## config.mk

```make
export PLATFORM = sky130hd
export DESIGN_NAME = vga_sprite_ctrl
export DESIGN_NICKNAME = d
export VERILOG_FILES = /design/src/rtl/vga_sprite_ctrl.sv
export SDC_FILE = /design/constraint.sdc
export NUM_CORES = 1
export LEC_CHECK = 0
export ABC_CLOCK_PERIOD_IN_PS = 6060
export CAP_MARGIN = 20
export CORE_MARGIN = 3
export CORE_UTILIZATION = 40
export DETAILED_ROUTE_END_ITERATION = 10
export SYNTH_ARGS = -nofsm -noshare
export SYNTH_HDL_FRONTEND = slang
export SYNTH_SLANG_ARGS = --single-unit
```

## constraint.sdc

```tcl
create_clock -name clk -period 6.06 [get_ports clk]
set_input_delay 1.515 -clock clk [delete_from_list [all_inputs] [get_ports clk]]
set_output_delay 1.515 -clock clk [all_outputs]
set_load 0.005 [all_outputs]
```

## src/rtl/vga_sprite_ctrl.sv

```systemverilog
// vga_sprite_ctrl: button-driven rectangular sprite renderer for the VGA pipeline.
// Four raw buttons {right, left, down, up} are synchronised and debounced. The
// sprite position moves once per frame, on the first pixel of vertical blanking.
// Colour output is a 2-stage pipeline, so rgb lags sx/sy/de by two clocks.
// Optional feature macro: SPRITE_WRAP_EN. When it is defined the position wraps
// around the screen edges. When it is undefined the position clamps to them.
module vga_sprite_ctrl #(
  parameter int         H_RES   = 800,
  parameter int         V_RES   = 480,
  parameter int         CORDW   = 10,
  parameter int         SPR_W   = 16,
  parameter int         SPR_H   = 16,
  parameter int         STEP    = 2,
  parameter int         DB_BITS = 16,
  parameter logic [5:0] FG      = 6'b110000,
  parameter logic [5:0] BG      = 6'b000011
) (
  input  logic             clk,
  input  logic             rst_n,
  input  logic             de,
  input  logic [CORDW-1:0] sx,
  input  logic [CORDW-1:0] sy,
  input  logic [3:0]       btn,
  output logic [5:0]       rgb,
  output logic [CORDW-1:0] pos_x,
  output logic [CORDW-1:0] pos_y,
  output logic             moving
);

  // Movement arithmetic is signed and one bit wider than a coordinate, so that
  // stepping below zero shows up as a set sign bit.
  localparam logic signed [CORDW:0] STEP_S = (CORDW+1)'(STEP);
  localparam logic signed [CORDW:0] XMAX_S = (CORDW+1)'(H_RES - SPR_W);
  localparam logic signed [CORDW:0] YMAX_S = (CORDW+1)'(V_RES - SPR_H);
  localparam logic [CORDW-1:0] X_RST = CORDW'((H_RES - SPR_W) / 2);
  localparam logic [CORDW-1:0] Y_RST = CORDW'((V_RES - SPR_H) / 2);
  localparam logic [CORDW:0]   SPR_W_U = (CORDW+1)'(SPR_W);
  localparam logic [CORDW:0]   SPR_H_U = (CORDW+1)'(SPR_H);

  // Button bit positions within btn.
  localparam int B_UP = 0, B_DOWN = 1, B_LEFT = 2, B_RIGHT = 3;

  logic [3:0]         sync1_q, sync2_q;
  logic [3:0]         db_q, db_d;
  logic [DB_BITS-1:0] cnt_q [4];
  logic [DB_BITS-1:0] cnt_d [4];

  logic [CORDW-1:0]     pos_x_q, pos_x_d, pos_y_q, pos_y_d;
  logic                 moving_q, moving_d;
  logic                 tick;
  logic signed [CORDW:0] dx_s, dy_s, nx_s, ny_s;

  logic             hit_q, hit_d, de1_q;
  logic [5:0]       rgb_q, rgb_d;
  logic [CORDW-1:0] diff_x, diff_y;

  // Brings one axis back on screen after a step: wraps or clamps, depending on the build.
  function automatic logic signed [CORDW:0] limit_axis(input logic signed [CORDW:0] v,
                                                       input logic signed [CORDW:0] vmax);
`ifdef SPRITE_WRAP_EN
    if (v[CORDW]) return v + vmax + (CORDW+1)'(1);
    else if (v > vmax) return v - vmax - (CORDW+1)'(1);
    return v;
`else
    if (v[CORDW]) return '0;
    else if (v > vmax) return vmax;
    return v;
`endif
  endfunction

  // Two-flop synchroniser for the asynchronous buttons.
  always_ff @(posedge clk or negedge rst_n) begin
    if (!rst_n) begin
      sync1_q <= '0;
      sync2_q <= '0;
    end else begin
      sync1_q <= btn;
      sync2_q <= sync1_q;
    end
  end

  // Debounce: a button adopts a new level only after holding it for 2^DB_BITS clocks.
  always_comb begin
    db_d = db_q;
    for (int i = 0; i < 4; i++) begin
      cnt_d[i] = '0;
      if (sync2_q[i] != db_q[i]) begin
        if (&cnt_q[i]) begin
          db_d[i]  = sync2_q[i];
          cnt_d[i] = '0;
        end else begin
          cnt_d[i] = cnt_q[i] + DB_BITS'(1);
        end
      end
    end
  end

  // Debounce state and counters.
  always_ff @(posedge clk or negedge rst_n) begin
    if (!rst_n) begin
      db_q <= '0;
      for (int i = 0; i < 4; i++) cnt_q[i] <= '0;
    end else begin
      db_q <= db_d;
      for (int i = 0; i < 4; i++) cnt_q[i] <= cnt_d[i];
    end
  end

  // One-cycle frame tick on the first pixel of the first blanking line.
  assign tick = (sx == '0) && (sy == CORDW'(V_RES));

  // Next position and moving flag. This logic reads the debounced state from before the edge.
  always_comb begin
    dx_s = '0;
    dy_s = '0;
    if (db_q[B_RIGHT] && !db_q[B_LEFT]) dx_s = STEP_S;
    else if (db_q[B_LEFT] && !db_q[B_RIGHT]) dx_s = -STEP_S;
    if (db_q[B_DOWN] && !db_q[B_UP]) dy_s = STEP_S;
    else if (db_q[B_UP] && !db_q[B_DOWN]) dy_s = -STEP_S;
    nx_s     = limit_axis($signed({1'b0, pos_x_q}) + dx_s, XMAX_S);
    ny_s     = limit_axis($signed({1'b0, pos_y_q}) + dy_s, YMAX_S);
    pos_x_d  = pos_x_q;
    pos_y_d  = pos_y_q;
    moving_d = 1'b0;
    if (tick) begin
      pos_x_d = nx_s[CORDW-1:0];
      pos_y_d = ny_s[CORDW-1:0];
`ifdef SPRITE_WRAP_EN
      moving_d = (dx_s != '0) || (dy_s != '0);
`else
      moving_d = (nx_s[CORDW-1:0] != pos_x_q) || (ny_s[CORDW-1:0] != pos_y_q);
`endif
    end
  end

  // Position and moving registers.
  always_ff @(posedge clk or negedge rst_n) begin
    if (!rst_n) begin
      pos_x_q  <= X_RST;
      pos_y_q  <= Y_RST;
      moving_q <= 1'b0;
    end else begin
      pos_x_q  <= pos_x_d;
      pos_y_q  <= pos_y_d;
      moving_q <= moving_d;
    end
  end

  // Render stages. The hit test uses wrapping unsigned subtraction, so pixels
  // left of or above the sprite wrap to large values and fail the compare.
  always_comb begin
    diff_x = sx - pos_x_q;
    diff_y = sy - pos_y_q;
    hit_d  = ({1'b0, diff_x} < SPR_W_U) && ({1'b0, diff_y} < SPR_H_U);
    rgb_d  = de1_q ? (hit_q ? FG : BG) : 6'b0;
  end

  // Pipeline registers: stage 1 holds hit/de, stage 2 holds the colour.
  always_ff @(posedge clk or negedge rst_n) begin
    if (!rst_n) begin
      hit_q <= 1'b0;
      de1_q <= 1'b0;
      rgb_q <= '0;
    end else begin
      hit_q <= hit_d;
      de1_q <= de;
      rgb_q <= rgb_d;
    end
  end

  assign rgb    = rgb_q;
  assign pos_x  = pos_x_q;
  assign pos_y  = pos_y_q;
  assign moving = moving_q;

endmodule

```

==> run_results.csv <==
group,metric,value,unit
cts,h-tree-depth,3,
timing,period_needed,4.30,ns
synth,synth_cell_types,81,
routing,viasPerCell,5.57,
synth,yosys_warnings,0,
cts,cts_hold_buf,0,
worst_setup_path,cp-end-kind,"flip-flop",
synth,ys_top_cells_by_area,"dfrtp_1, xor2_1, nor2_1",
grt,grt_pass1_wl,26200,µm
timing,tightest_slew,0.937,ns
placed_design,io_buffers,51,
timing,rsz0062_at_grt,"no",
timing,hold_viol,0,
power,power.total,1.37,mW
timing,finalMaxSlewViolations,0,
power,peakVddDrop,0.000161,V
die,die_h,136,µm
synth,async_flop_share,1.00,
job,maxCapViolCount,0,
placed_design,dp.cells,991,
finish,fin_cells,1007,
timing,period_share,0.710,
synth,seq_area_frac_synth,0.375,
worst_setup_path,cp_max_fo,29,
cts,cts_root_buf,"clkbuf_16",
synth,syn-mean-instance-area,8.89,µm²
grt,antenna_found_initial,0,
routing,wl,15600,µm
cts,clk-insertion-delay-late,0.35,ns
placed_design,placed_cell_area,7350,µm²
cts,cts_tree,"yes",
routing,vias,5612,
grt,track_usage,0.171,
synth,synth_flop_cell,"dfrtp_1",
worst_setup_path,r2r_slack,1.76,ns
synth,yosysTopAreaCellShare,0.348,
worst_setup_path,r2r-end,"moving",
placed_design,dpl.hpwl,11100,µm
timing,fin_skew,0.0131,ns
cts,cts_setup_buffers,0,
routing,drc,0,
cts,cts.clk_slew.worst_paths,0.07,ns
die,die_w,136,µm
worst_setup_path,start_kind,"flip-flop",
cts,cts_sinks,101,
worst_setup_path,r2r-start,"db_q[3]",
synth,synth_edf_count,0,
power,leakagePower,3.26,nW
finish,syn2layout_area_growth,13.2,%
grt,grt_pass1_vias,5423,
synth,synth_seq_cells,101,
timing,timing.slew.headroom,0.375,
routing,firstDrtPassIters,5,
synth,syn_inst,761,
hold_path,hp-class,"flip-flop to flip-flop",
worst_setup_path,r2r_cells,14,
power,power_density,179,nW/µm²
worst_setup_path,cp-endpoint,"moving",
routing,wl_per_cell,15.5,µm
cts,cts_buffers,9,
die,start_util,0.417,
die,fp-row-count,46,
worst_setup_path,critPathLaunch,"db_q[3]",
timing,hold_ws,0.350,ns
placed_design,place.gp.congestion,0.856,
timing,clock.fmax,0.232,GHz
synth,syn_area,6760,µm²
timing,setup_viol,0,
routing,ant_nets,0,
synth,synth_top_area_cell,"dfrtp_1",
worst_setup_path,cp.arrival,4.48,ns
cts,ctsResizeCount,0,
hold_path,hold_start,"sync1_q[1]",
die,core,16200,µm²
grt,grt_start_max_net_pins,62,
outcome,status,"finished clean",
worst_setup_path,critical_path_class,"flip-flop to flip-flop",
finish,final_area,7650,µm²
finish,final_common_cell,"nor2_1",
finish,antenna_cells,0,
worst_setup_path,required,6.23,ns
routing,drt_iter0_markers,464,
die,die-area,18500,µm²
finish,final_cell_mix,"nor2_1, dfrtp_1, clkdlybuf4s50_1",
die,pin_count,54,
grt,grt_overflow,0,
cts,clockBufferDepth,2,
finish,drive_above_1_share,0.0657,
timing,fin_tns_setup,0,ns
finish,fin_nets,842,
[metrics by stage]
stage / setup WS, ns / utilization
4_1_cts: 1.81 / 0.472
3_5_place_dp: 1.74 / 0.453
2_1_floorplan: 2.43 / -
6_report: 1.76 / 0.472
5_1_grt: 1.38 / 0.472
3_3_place_gp: 1.84 / 0.453
[where the power goes]
part / internal, mW / switching (mW)
registers: 0.684 / 0.0115
clock network: 0.327 / 0.269
logic: 0.0369 / 0.0433
[sequential cells by signal (all words and copies together) (netlist names)]
| signal | cells |
|---|---|
| cnt_q | 64 |
| db_q | 4 |
| de1_q | 1 |
| hit_q | 1 |
| moving | 1 |
| pos_x | 10 |
| pos_y | 10 |
| rgb | 2 |
| sync1_q | 4 |
| sync2_q | 4 |
[worst min-delay path by stage]
stage	endpoint	slack (ns)	depth (start not counted)
3_5_place_dp	sync2_q[1]	0.33	0
2_1_floorplan	sync2_q[0]	0.33	0
3_3_place_gp	sync2_q[2]	0.33	0
4_1_cts	sync2_q[1]	0.35	0
6_report	sync2_q[1]	0.35	0
5_1_grt	sync2_q[1]	0.36	0
[worst max-delay path: stages (launching register included)]
cell	delay [ns]
dfrtp_1	0.40
inv_1	0.10
ha_1	0.78
xor2_1	0.16
ha_1	0.31
nor2b_1	0.17
a32oi_1	0.60
a211oi_1	0.20
nor3_2	0.28
a32oi_2	0.18
and2_1	0.27
nor2_4	0.20
nand4_1	0.14
a211oi_2	0.22
a41oi_1	0.12
[metal layers]
| layer | vias up | part of all wire | wire length [µm] | GRT usage |
|---|---|---|---|---|
| met2 | 127 | 0.47 | 7330 | 0.277 |
| li1 | 2758 | - | - | - |
| met1 | 2708 | 0.48 | 7410 | 0.238 |
| met5 | - | 0 | 0 | 0 |
| met4 | 0 | 0.014 | 216 | 0.0493 |
| met3 | 19 | 0.039 | 603 | 0.0248 |
[area by class of cell]
cell class | count | area [µm²]
fillers | 1549 | 8580
multi-input cells | 585 | 3880
flip-flops and latches | 101 | 2540
repair buffers | 54 | 531
well taps | 216 | 270
clock buffers | 9 | 225
inverters | 35 | 131
clock inverters | 7 | 80.1
[synthesized netlist by cell type (all sizes together) (5+ instances only)]
master / number
nor4: 6
dfrtp: 94
nor2b: 8
nor2: 109
and3: 24
nand3: 39
nand2b: 10
o31ai: 7
mux2: 6
a31oi: 5
buf: 24
nor3: 18
xnor2: 37
or3: 7
a21oi: 32
a2111oi: 5
xor2: 47
and2: 7
o21ai: 29
a311oi: 5
dfstp: 7
ha: 29
a211oi: 5
nand2: 37
nand4: 14
clkbuf: 17
inv: 34
a21o: 17
[kinds of logic after synthesis]
kind of cell    synth area share
compound gates             0.165
xor+xnor                   0.110
fa+ha+maj                 0.0537
buf+inv                   0.0514
flops                      0.375
mux                       0.0130
other cells             0.000555
simple gates               0.232
(Power assumes the default switching activity.)
